==> config.mk <==
export PLATFORM = sky130hd
export DESIGN_NAME = inst_mem_ctrl
export DESIGN_NICKNAME = d
export VERILOG_FILES = /design/src/rtl/inst_mem_ctrl.sv
export SDC_FILE = /design/constraint.sdc
export NUM_CORES = 1
export LEC_CHECK = 0
export ABC_AREA = 1
export ABC_CLOCK_PERIOD_IN_PS = 9200
export CAP_MARGIN = 20
export CORE_ASPECT_RATIO = 0.75
export CORE_UTILIZATION = 56
export CTS_CLUSTER_SIZE = 25
export DETAILED_ROUTE_END_ITERATION = 6
export PLACE_DENSITY = 0.77
export RECOVER_POWER = 50
export REMOVE_ABC_BUFFERS = 1
export SYNTH_ARGS = -nofsm -noshare
export SYNTH_HDL_FRONTEND = slang
export SYNTH_SLANG_ARGS = --single-unit
==> constraint.sdc <==
create_clock -name clk -period 9.2 [get_ports clk]
set_input_delay 1.84 -clock clk [delete_from_list [all_inputs] [get_ports clk]]
set_output_delay 1.84 -clock clk [all_outputs]
set_load 0.1 [all_outputs]
==> src/rtl/inst_mem_ctrl.sv <==
// Instruction-memory sequencer: buffers a host program, issues it as one gap-free burst,
// waits for the delayed read-out, and replays the buffered program cfg_rep more times.
//
// state  | meaning
// IDLE   | waiting for start; cfg_len checked here
// FILL   | accepting host words into the buffer
// ISSUE  | driving imem_in_v for len consecutive cycles
// DRAIN  | counting read-out pulses under watchdog
// GAP    | two idle cycles so the memory's control delay line empties before a replay
// DONE   | one-cycle done pulse
module inst_mem_ctrl #(
    parameter int INST_WIDTH = 36,
    parameter int MAX_PROG   = 16,
    parameter int CNT_W      = 5,
    parameter int REP_W      = 8,
    parameter int IM_DELAY   = 20,
    parameter int WD_SLACK   = 8
) (
    input  logic                  clk,
    input  logic                  rst,
    input  logic                  start,
    input  logic [CNT_W-1:0]      cfg_len,
    input  logic [REP_W-1:0]      cfg_rep,
    input  logic                  host_v,
    input  logic [INST_WIDTH-1:0] host_inst,
    output logic                  host_rdy,
    output logic                  imem_in_v,
    output logic [INST_WIDTH-1:0] imem_in,
    input  logic                  imem_out_v,
    output logic                  busy,
    output logic                  done,
    output logic                  err
);
    localparam logic [2:0] S_IDLE  = 3'd0;
    localparam logic [2:0] S_FILL  = 3'd1;
    localparam logic [2:0] S_ISSUE = 3'd2;
    localparam logic [2:0] S_DRAIN = 3'd3;
    localparam logic [2:0] S_GAP   = 3'd4;
    localparam logic [2:0] S_DONE  = 3'd5;

    localparam int AW   = (MAX_PROG > 1) ? $clog2(MAX_PROG) : 1;
    localparam int WD_W = $clog2(IM_DELAY + MAX_PROG + WD_SLACK + 1);

    logic [2:0]            state;
    logic [CNT_W-1:0]      len;
    logic [CNT_W-1:0]      wptr;
    logic [CNT_W-1:0]      rptr;
    logic [CNT_W-1:0]      rd_cnt;
    logic [REP_W-1:0]      rep;
    logic [WD_W-1:0]       wd;
    logic                  gap_cnt;
    logic [INST_WIDTH-1:0] prog_buf [MAX_PROG];

    logic                  wr_fire;
    logic                  last_wr;
    logic                  last_rd;
    logic                  rd_inc;
    logic                  cfg_bad;
    logic [CNT_W-1:0]      rptr_inc;
    logic [CNT_W-1:0]      rd_cnt_nxt;
    logic [WD_W-1:0]       wd_last;

    assign wr_fire    = (state == S_FILL) && host_v && host_rdy;
    assign last_wr    = (wptr == len - 1'b1);
    assign last_rd    = (rptr == len - 1'b1);
    assign rptr_inc   = rptr + 1'b1;
    assign rd_inc     = imem_out_v && (rd_cnt < len);
    assign rd_cnt_nxt = rd_cnt + {{(CNT_W-1){1'b0}}, rd_inc};
    assign cfg_bad    = (cfg_len == '0) || (cfg_len > CNT_W'(MAX_PROG));
    // err is registered, so trip one cycle before the watchdog reaches its limit.
    assign wd_last    = WD_W'(IM_DELAY + WD_SLACK - 1) + WD_W'(len);

    always_ff @(posedge clk) begin
        if (wr_fire)
            prog_buf[wptr[AW-1:0]] <= host_inst;
    end

    always_ff @(posedge clk or negedge rst) begin
        if (!rst) begin
            state     <= S_IDLE;
            len       <= '0;
            wptr      <= '0;
            rptr      <= '0;
            rd_cnt    <= '0;
            rep       <= '0;
            wd        <= '0;
            gap_cnt   <= 1'b0;
            host_rdy  <= 1'b0;
            imem_in_v <= 1'b0;
            imem_in   <= '0;
            busy      <= 1'b0;
            done      <= 1'b0;
            err       <= 1'b0;
        end else begin
            done <= 1'b0;
            err  <= 1'b0;
            case (state)
                S_IDLE: begin
                    if (start) begin
                        if (cfg_bad) begin
                            err <= 1'b1;
                        end else begin
                            len      <= cfg_len;
                            rep      <= cfg_rep;
                            wptr     <= '0;
                            host_rdy <= 1'b1;
                            busy     <= 1'b1;
                            state    <= S_FILL;
                        end
                    end
                end
                S_FILL: begin
                    if (wr_fire) begin
                        wptr <= wptr + 1'b1;
                        if (last_wr) begin
                            host_rdy  <= 1'b0;
                            imem_in_v <= 1'b1;
                            // a one-word program is still in flight to the buffer
                            imem_in   <= (wptr == '0) ? host_inst : prog_buf[0];
                            rptr      <= '0;
                            rd_cnt    <= '0;
                            wd        <= '0;
                            state     <= S_ISSUE;
                        end
                    end
                end
                S_ISSUE: begin
                    wd     <= wd + 1'b1;
                    rd_cnt <= rd_cnt_nxt;
                    if (last_rd) begin
                        imem_in_v <= 1'b0;
                        imem_in   <= '0;
                        state     <= S_DRAIN;
                    end else begin
                        rptr    <= rptr_inc;
                        imem_in <= prog_buf[rptr_inc[AW-1:0]];
                    end
                end
                S_DRAIN: begin
                    wd     <= wd + 1'b1;
                    rd_cnt <= rd_cnt_nxt;
                    if (rd_cnt_nxt == len) begin
                        if (rep != '0) begin
                            rep     <= rep - 1'b1;
                            gap_cnt <= 1'b0;
                            state   <= S_GAP;
                        end else begin
                            done  <= 1'b1;
                            state <= S_DONE;
                        end
                    end else if (wd == wd_last) begin
                        err   <= 1'b1;
                        busy  <= 1'b0;
                        state <= S_IDLE;
                    end
                end
                S_GAP: begin
                    if (gap_cnt) begin
                        imem_in_v <= 1'b1;
                        imem_in   <= prog_buf[0];
                        rptr      <= '0;
                        rd_cnt    <= '0;
                        wd        <= '0;
                        state     <= S_ISSUE;
                    end else begin
                        gap_cnt <= 1'b1;
                    end
                end
                S_DONE: begin
                    busy  <= 1'b0;
                    state <= S_IDLE;
                end
                default: begin
                    busy      <= 1'b0;
                    host_rdy  <= 1'b0;
                    imem_in_v <= 1'b0;
                    state     <= S_IDLE;
                end
            endcase
        end
    end
endmodule
==> results of run 1 <==
layout make-up:
type	instances	area share (%)
inverter	81	1.00
timing repair buffer	126	3.81
clock buffer	90	5.48
multi-input combinational	1678	24.9
antenna	3	0.0240
clock inverter	23	0.643
tap	648	2.59
sequential	655	61.6
power groups by stage:
| stage | combinational [W] | sequential, W | clock (W) |
|---|---|---|---|
| floorplan | 0.00293 | 0.00428 | 0 |
| global placement | 0.00475 | 0.00366 | 0 |
| detailed placement | 0.00488 | 0.00367 | 0 |
| CTS | 0.00492 | 0.00361 | 0.00246 |
| global route | 0.00545 | 0.00363 | 0.00257 |
| finish | 0.00497 | 0.00362 | 0.00244 |
stage by stage:
step	area, sq um	worst slack [ns]	setup TNS, ns	power (W)	std cells
6_report	31300	3.26	0	0.0110	3304
5_1_grt	31300	2.50	0	0.0117	3303
4_1_cts	31300	5.11	0	0.0110	3300
3_5_place_dp	29400	4.66	0	0.00855	3187
3_3_place_gp	29400	4.71	0	0.00842	3187
2_1_floorplan	27200	-3.81	-161.72	0.00722	2414
worst paths after layout:
path / endpoint / startpoint / slack (ns)
worst min register to register: imem_in[12]$_DFFE_PN0P_ / imem_in[12]$_DFFE_PN0P_ / 0.48
max in group clk: wd[0]$_DFFE_PN0P_ / len[0]$_DFFE_PN0P_ / 4.84
worst min-delay path: imem_in[12]$_DFFE_PN0P_ / imem_in[12]$_DFFE_PN0P_ / 0.48
worst max register to register: wd[0]$_DFFE_PN0P_ / len[0]$_DFFE_PN0P_ / 4.84
min in group asynchronous: imem_in[21]$_DFFE_PN0P_ / rst / 1.64
worst max-delay path: rptr[0]$_DFFE_PN0P_ / rst / 3.26
sequential cells by signal (all words and copies together), names as in the netlist, 3 cells and up:
name	count
len	5
rd_cnt	5
rep	8
rptr	5
imem_in	36
state	3
prog_buf	576
wd	6
wptr	5
kinds of logic after synthesis:
kind of cell,Yosys count
AOI/OAI and AO/OA,155
xor gates and xnor gates,13
buffers and inverters,223
DFF,655
and+or+nand+nor,1494
adders and majority gates,16
cells in the final DEF (no fill, tap or decap), types with 41 or more instances in the layout:
cell	instances
sky130_fd_sc_hd__clkbuf_16	61
sky130_fd_sc_hd__nand2_1	775
sky130_fd_sc_hd__nor2_1	138
sky130_fd_sc_hd__inv_1	68
sky130_fd_sc_hd__nand3_1	512
sky130_fd_sc_hd__edfxtp_1	576
sky130_fd_sc_hd__a21oi_1	41
sky130_fd_sc_hd__clkdlybuf4s50_1	56
sky130_fd_sc_hd__dfrtp_1	78
sky130_fd_sc_hd__o21ai_0	69
metal layers:
metal / up-vias / GRT usage [%] / routed length [um]
met4: 0 / 8.08 / 1730
met3: 116 / 4.40 / 6650
met5: - / 0 / 0
met1: 9467 / 39.5 / 28200
li1: 8990 / - / -
met2: 1024 / 43.8 / 32700
==> tab_implementation.tex, run 1 <==
\begin{tabular}{lr}
\hline
Metric & Value \\
\hline
\multicolumn{2}{l}{\textbf{Cells and area}} \\
Area overhead of the layout relative to synthesis & 12.1\% \\
Total of fill cells in the finished design & 3581 \\
Layout cells sized above 1 & 6.26\% \\
Final core occ & 63.9\% \\
Number of nets in the layout & 2672 \\
Sequential standard cell area & 0.0193 sq mm \\
Area used by multi-input combinational logic & 0.00779 sq mm \\
\multicolumn{2}{l}{\textbf{Floorplanning}} \\
Die Span X & 260 um \\
Placement Rows & 70 \\
Count of boundary I/O pins & 95 \\
Initial cell density of the core & 57.0\% \\
Area inside the core boundary & 0.0490 sq mm \\
Height of the chip & 195 um \\
Area enclosed by the die boundary & 0.0508 sq mm \\
\multicolumn{2}{l}{\textbf{Global route}} \\
GRT Residual Overflow & 0 \\
First-pass GRT wire length & 108 mm \\
Number of global-route vias before repair & 19100 \\
Number of antenna violations at the first check in global routing & 2 \\
Pin count of the biggest net entering global routing & 178 \\
Combined global-route utilization of all metal layers & 27.6\% \\
\multicolumn{2}{l}{\textbf{CTS}} \\
Clock buffers created by TritonCTS & 60 \\
Clock network latency to the later pin of the worst-skew pair & 0.61 ns \\
Register clock-pin slew on the reported worst setup and hold paths & 0.07 ns \\
Number of buffers added to fix hold violations after cts & 0 \\
Resize count post-CTS & 0 \\
Longest Clk Path Bufs & 3 \\
H-tree level count & 2 \\
CTS tree & yes \\
Root buffer cell & sky130\_fd\_sc\_hd\_\_clkbuf\_16 \\
Sink Count & 655 \\
Post CTS Setup Buffer Count & 0 \\
\multicolumn{2}{l}{\textbf{Run status}} \\
Status & finished, violations left \\
Failing checks & capacitance limit, slew limit \\
\multicolumn{2}{l}{\textbf{STA}} \\
Time the final worst path needs with I/O delays and setup & 5.94 ns \\
Worst-case clock skew & 0.0127 ns \\
Final count of hold timing violations & 0 \\
Final setup vio count & 0 \\
Worst-Margin Slew & 3.30 ns \\
Post-route worst hold slack & 0.482 ns \\
Fin crit share & 64.5\% \\
Max-slew headroom & -120\% \\
Achievable Freq & 168 MHz \\
Slew Viols, Final & 82 \\
Unrepaired setup endpoints after global routing & no \\
\multicolumn{2}{l}{\textbf{Synthesis}} \\
Cell taking the most area after synthesis & sky130\_fd\_sc\_hd\_\_edfxtp\_1 \\
Synthesis warning total & 0 \\
Share of synthesized registers carrying an async set or reset & 12.1\% \\
Synthesized-area fraction occupied by xor and xnor cells & 0.408\% \\
Simple-gate portion of the synthesized area & 23.1\% \\
Distinct cell type count after synthesis & 39 \\
Number of instances in the synthesized netlist & 2556 \\
FF+latch count, synth & 655 \\
Top cells by instance count after synthesis & sky130\_fd\_sc\_hd\_\_nand2\_1 (774), sky130\_fd\_sc\_hd\_\_edfxtp\_1 (576), sky130\_fd\_sc\_hd\_\_nand3\_1 (512) \\
Synth top area share & 61.9\% \\
Dominant combinational cell family by area after synthesis & simple AND/OR/NAND/NOR gates \\
Most used standard cell by instance count after synthesis & sky130\_fd\_sc\_hd\_\_nand2\_1 \\
Average size of a mapped cell & 10.9 sq um \\
Adder and majority cell fraction of the synthesized area & 0.717\% \\
Main area contributors after synthesis & sky130\_fd\_sc\_hd\_\_edfxtp\_1 (62\%), sky130\_fd\_sc\_hd\_\_nand2\_1 (10\%), sky130\_fd\_sc\_hd\_\_nand3\_1 (9.2\%) \\
Compound-cell area share of the yosys netlist & 3.14\% \\
Number of enable flip-flop cells after synthesis & 576 \\
Post-synthesis instance area & 0.0279 sq mm \\
Most frequently used flop master after synthesis & sky130\_fd\_sc\_hd\_\_edfxtp\_1 \\
Part of the Yosys area used for sequential elements & 69.0\% \\
Mux cell area share after synthesis & 0\% \\
\multicolumn{2}{l}{\textbf{Min path}} \\
Number of instances on the worst hold path & 2 \\
Worst min-delay path category & register to register \\
\multicolumn{2}{l}{\textbf{Power}} \\
Internal power & 0.00614 W \\
Switching share of power & 44.3\% \\
Cell area power density & 352 mW/mm\^{}2 \\
Peak supply drop & 0.000397 V \\
Leak & 11.6 nW \\
Combinational cell fraction of total power & 45.1\% \\
Clock network power share & 22.1\% \\
Net switching power & 0.00488 W \\
Proportion of power drawn by flip-flops and latches & 32.8\% \\
\multicolumn{2}{l}{\textbf{Setup path}} \\
Number of buffer and inverter instances along the worst setup path & 2 \\
Category of the critical setup timing path & primary input to async pin \\
Number of cells traversed by the worst register-to-register path & 12 \\
Dominant delay contributor by cell family on the critical path & buffers and inverters \\
Arrival time worst endpoint & 5.44 ns \\
CP startpoint kind & primary input \\
Worst Setup End Kind & async pin \\
List of cells traversed by the critical path & clkbuf\_1 > clkbuf\_1 \\
Cell depth of the worst setup path & 2 \\
Required time at the worst-slack endpoint & 8.70 ns \\
Delay of the slowest cell on the worst path & 2.39 ns \\
Biggest fanout along the worst timing path & 56 \\
Critical-path cell with the highest stage delay & sky130\_fd\_sc\_hd\_\_clkbuf\_1 \\
Most used cell along the critical path & sky130\_fd\_sc\_hd\_\_clkbuf\_1 \\
\multicolumn{2}{l}{\textbf{Route}} \\
Remaining number of nets flagged by the antenna check after routing & 0 \\
Number of search-and-repair iterations in the first detailed-routing pass & 6 \\
Total Routed Length & 69.3 mm \\
Vias post-DR & 19600 \\
Routed length per instance & 21.0 um \\
Vias per std cell & 5.93 \\
DRC Markers & 0 \\
Starting DRC count in detailed routing & 2563 \\
\multicolumn{2}{l}{\textbf{Placed design}} \\
Number of input and output port buffers inserted & 94 \\
Detailed placement HPWL & 37.7 mm \\
Global placement routability congestion & 0.848 \\
\multicolumn{2}{l}{\textbf{Run}} \\
Max Cap Viol & 2 \\
\hline
\end{tabular}
(Power assumes the default switching activity.)
==> run 2, diff against run 1 <==
--- a/config.mk
+++ b/config.mk
@@ -6,13 +6,13 @@
 export NUM_CORES = 1
 export LEC_CHECK = 0
 export ABC_AREA = 1
-export ABC_CLOCK_PERIOD_IN_PS = 9200
+export ABC_CLOCK_PERIOD_IN_PS = 5200
 export CAP_MARGIN = 20
 export CORE_ASPECT_RATIO = 0.75
-export CORE_UTILIZATION = 56
+export CORE_UTILIZATION = 55
 export CTS_CLUSTER_SIZE = 25
 export DETAILED_ROUTE_END_ITERATION = 6
-export PLACE_DENSITY = 0.77
+export PLACE_DENSITY = 0.79
 export RECOVER_POWER = 50
 export REMOVE_ABC_BUFFERS = 1
 export SYNTH_ARGS = -nofsm -noshare
==> constraint.sdc (replaced) <==
create_clock -name clk -period 5.2 [get_ports clk]
set_input_delay 1.04 -clock clk [delete_from_list [all_inputs] [get_ports clk]]
set_output_delay 1.04 -clock clk [all_outputs]
set_load 0.1 [all_outputs]
==> run 2 against run 1 <==
The run still ends with capacitance limit, slew limit left. Final cell count rose by 0.73%. Sequential power rose by 76%. Combinational power rose by 84%. Register-to-register slack got worse by 3.3 ns. Non-clock buffer count rose by 21. Critical path depth rose by 4. Sequential cell count did not move. Worst setup slack got worse by 2.1 ns. Clock-buffer cell count fell by 16. Utilization fell by 1.1 points. Cell area rose by 0.58%. Clock skew rose by 0.0079 ns. Largest cell class unchanged.
==> tab_implementation.tex, run 2 (synthesis results as in run 1) <==
\begin{tabular}{lr}
\hline
Metric & Value \\
\hline
\multicolumn{2}{l}{\textbf{Floorplanning}} \\
Area inside the core boundary & 0.0501 sq mm \\
Initial cell density of the core & 55.7\% \\
Count of boundary I/O pins & 95 \\
Area enclosed by the die boundary & 0.0517 sq mm \\
Placement Rows & 71 \\
Die Span X & 262 um \\
Height of the chip & 197 um \\
\multicolumn{2}{l}{\textbf{CTS}} \\
Root buffer cell & sky130\_fd\_sc\_hd\_\_clkbuf\_16 \\
Post CTS Setup Buffer Count & 0 \\
CTS tree & yes \\
Sink Count & 655 \\
Register clock-pin slew on the reported worst setup and hold paths & 0.06 ns \\
Longest Clk Path Bufs & 3 \\
H-tree level count & 2 \\
Clock network latency to the later pin of the worst-skew pair & 0.62 ns \\
Clock buffers created by TritonCTS & 59 \\
Resize count post-CTS & 0 \\
Number of buffers added to fix hold violations after cts & 0 \\
\multicolumn{2}{l}{\textbf{Global route}} \\
Combined global-route utilization of all metal layers & 27.9\% \\
Number of global-route vias before repair & 19300 \\
First-pass GRT wire length & 110 mm \\
GRT Residual Overflow & 0 \\
Number of antenna violations at the first check in global routing & 0 \\
Pin count of the biggest net entering global routing & 164 \\
\multicolumn{2}{l}{\textbf{STA}} \\
Post-route worst hold slack & 0.488 ns \\
PnR worst setup slack & 1.20 ns \\
Worst-case clock skew & 0.0206 ns \\
Final setup vio count & 0 \\
Unrepaired setup endpoints after global routing & no \\
Fin crit share & 77.0\% \\
Total negative slack for setup checks & 0 ns \\
Time the final worst path needs with I/O delays and setup & 4.00 ns \\
Final count of hold timing violations & 0 \\
Achievable Freq & 250 MHz \\
Slew Viols, Final & 72 \\
Max-slew headroom & -71.7\% \\
Worst-Margin Slew & 2.58 ns \\
\multicolumn{2}{l}{\textbf{Setup path}} \\
Arrival time worst endpoint & 4.26 ns \\
Critical-path cell with the highest stage delay & sky130\_fd\_sc\_hd\_\_nor2\_1 \\
RR Startpoint & rptr[0]\$\_DFFE\_PN0P\_ \\
Category of the critical setup timing path & primary input to register \\
Worst Setup End Kind & register \\
CP startpoint kind & primary input \\
Biggest fanout along the worst timing path & 22 \\
List of cells traversed by the critical path & dlygate4sd3\_1 > nand2\_1 > nor2\_1 > nand2\_1 > nor2\_1 > buf\_4 \\
Beginning of the critical path & host\_v \\
Delay of the slowest cell on the worst path & 1.24 ns \\
Required time at the worst-slack endpoint & 5.46 ns \\
\multicolumn{2}{l}{\textbf{Power}} \\
Leak & 11.7 nW \\
Cell area power density & 629 mW/mm\^{}2 \\
Peak supply drop & 0.000731 V \\
\multicolumn{2}{l}{\textbf{Route}} \\
Total Routed Length & 71.6 mm \\
Starting DRC count in detailed routing & 2873 \\
Routed length per instance & 21.5 um \\
Vias per std cell & 6.01 \\
Remaining number of nets flagged by the antenna check after routing & 0 \\
DRC Markers & 0 \\
Number of search-and-repair iterations in the first detailed-routing pass & 7 \\
Vias post-DR & 20000 \\
\multicolumn{2}{l}{\textbf{Cells and area}} \\
Leading cell types in the layout, fill and taps excluded & sky130\_fd\_sc\_hd\_\_nand2\_1 (773), sky130\_fd\_sc\_hd\_\_edfxtp\_1 (576), sky130\_fd\_sc\_hd\_\_nand3\_1 (512) \\
Number of nets in the layout & 2692 \\
Final core occ & 62.8\% \\
Number of flip-flops under the largest register name & 576 \\
Total of fill cells in the finished design & 3762 \\
Area overhead of the layout relative to synthesis & 12.7\% \\
Antenna Diode Count & 0 \\
Layout cells sized above 1 & 6.66\% \\
Commonest non-fill, non-tap cell in the layout & sky130\_fd\_sc\_hd\_\_nand2\_1 \\
\multicolumn{2}{l}{\textbf{Run status}} \\
Status & finished, violations left \\
Failing checks & capacitance limit, slew limit \\
\multicolumn{2}{l}{\textbf{Min path}} \\
Worst min-delay path category & register to register \\
Hold\_sp & imem\_in[20]\$\_DFFE\_PN0P\_ \\
\multicolumn{2}{l}{\textbf{Placed design}} \\
Post-placement worst setup slack & 1.21 ns \\
Global placement routability congestion & 0.882 \\
Number of input and output port buffers inserted & 94 \\
Detailed placement HPWL & 42.6 mm \\
\multicolumn{2}{l}{\textbf{Run}} \\
Max Cap Viol & 3 \\
\hline
\end{tabular}
-- run 2: cell count changes in the layout (fill, tap and decap cells not counted), sizes merged, moves of 3 or more --
| cell | previous run | this run |
|---|---|---|
| inv | 84 | 81 |
| buf | 30 | 41 |
| diode | 3 | 0 |
| clkinv | 15 | 25 |
| clkbuf | 93 | 87 |
| bufinv | 3 | 6 |
| clkinvlp | 2 | 5 |
-- run 2: per-layer routing --
layer  GRT usage [%]  share of wire (%)  vias to the layer above
met1            38.0                 39                     9606
li1                -                  -                     9029
met4            11.2                3.8                        0
met2            45.1                 48                     1166
met3            4.21                8.9                      185
met5               0                  0                        -
-- run 2: power by group --
group	internal [W]	switching [W]	total, W
registers	0.00603	0.000333	0.00637
clock network	0.00241	0.00190	0.00431
logic	0.00249	0.00663	0.00912
-- run 2: layout make-up --
type | instances | area (sq um) | area share (%)
clock inverters | 36 | 338 | 1.07
repair buffers | 147 | 1400 | 4.43
clock buffers | 74 | 1550 | 4.94
flip-flops and latches | 655 | 19300 | 61.2
multi-input cells | 1678 | 7780 | 24.7
well taps | 657 | 822 | 2.61
inverters | 81 | 314 | 0.997
-- run 2: path summary, 6_finish.rpt --
path | endpoint | slack, ns | cells after the start
worst max register to register | state[1]$_DFFE_PN0P_ | 1.52 | 10
worst min-delay path | imem_in[20]$_DFFE_PN0P_ | 0.49 | 2
worst min register to register | imem_in[20]$_DFFE_PN0P_ | 0.49 | 2
max in group asynchronous | rd_cnt[1]$_DFFE_PN0P_ | 1.80 | 2
worst max-delay path | prog_buf[0][14]$_DFFE_PP_ | 1.20 | 6
min in group asynchronous | rd_cnt[2]$_DFFE_PN0P_ | 1.23 | 1
-- run 2: per-stage QoR --
stage	instances	power, W	instance area, sq um
after floorplan	2414	0.0128	27200
after global placement	3216	0.0151	29600
after detailed placement	3217	0.0154	29600
after CTS	3327	0.0197	31500
after global routing	3328	0.0208	31500
final	3328	0.0198	31500
-- run 2: critical path, delay by kind of cell --
kind / cells / cell delay, ns
AND/OR/NAND/NOR: 4 / 2.11
buffers and inverters: 2 / 1.10
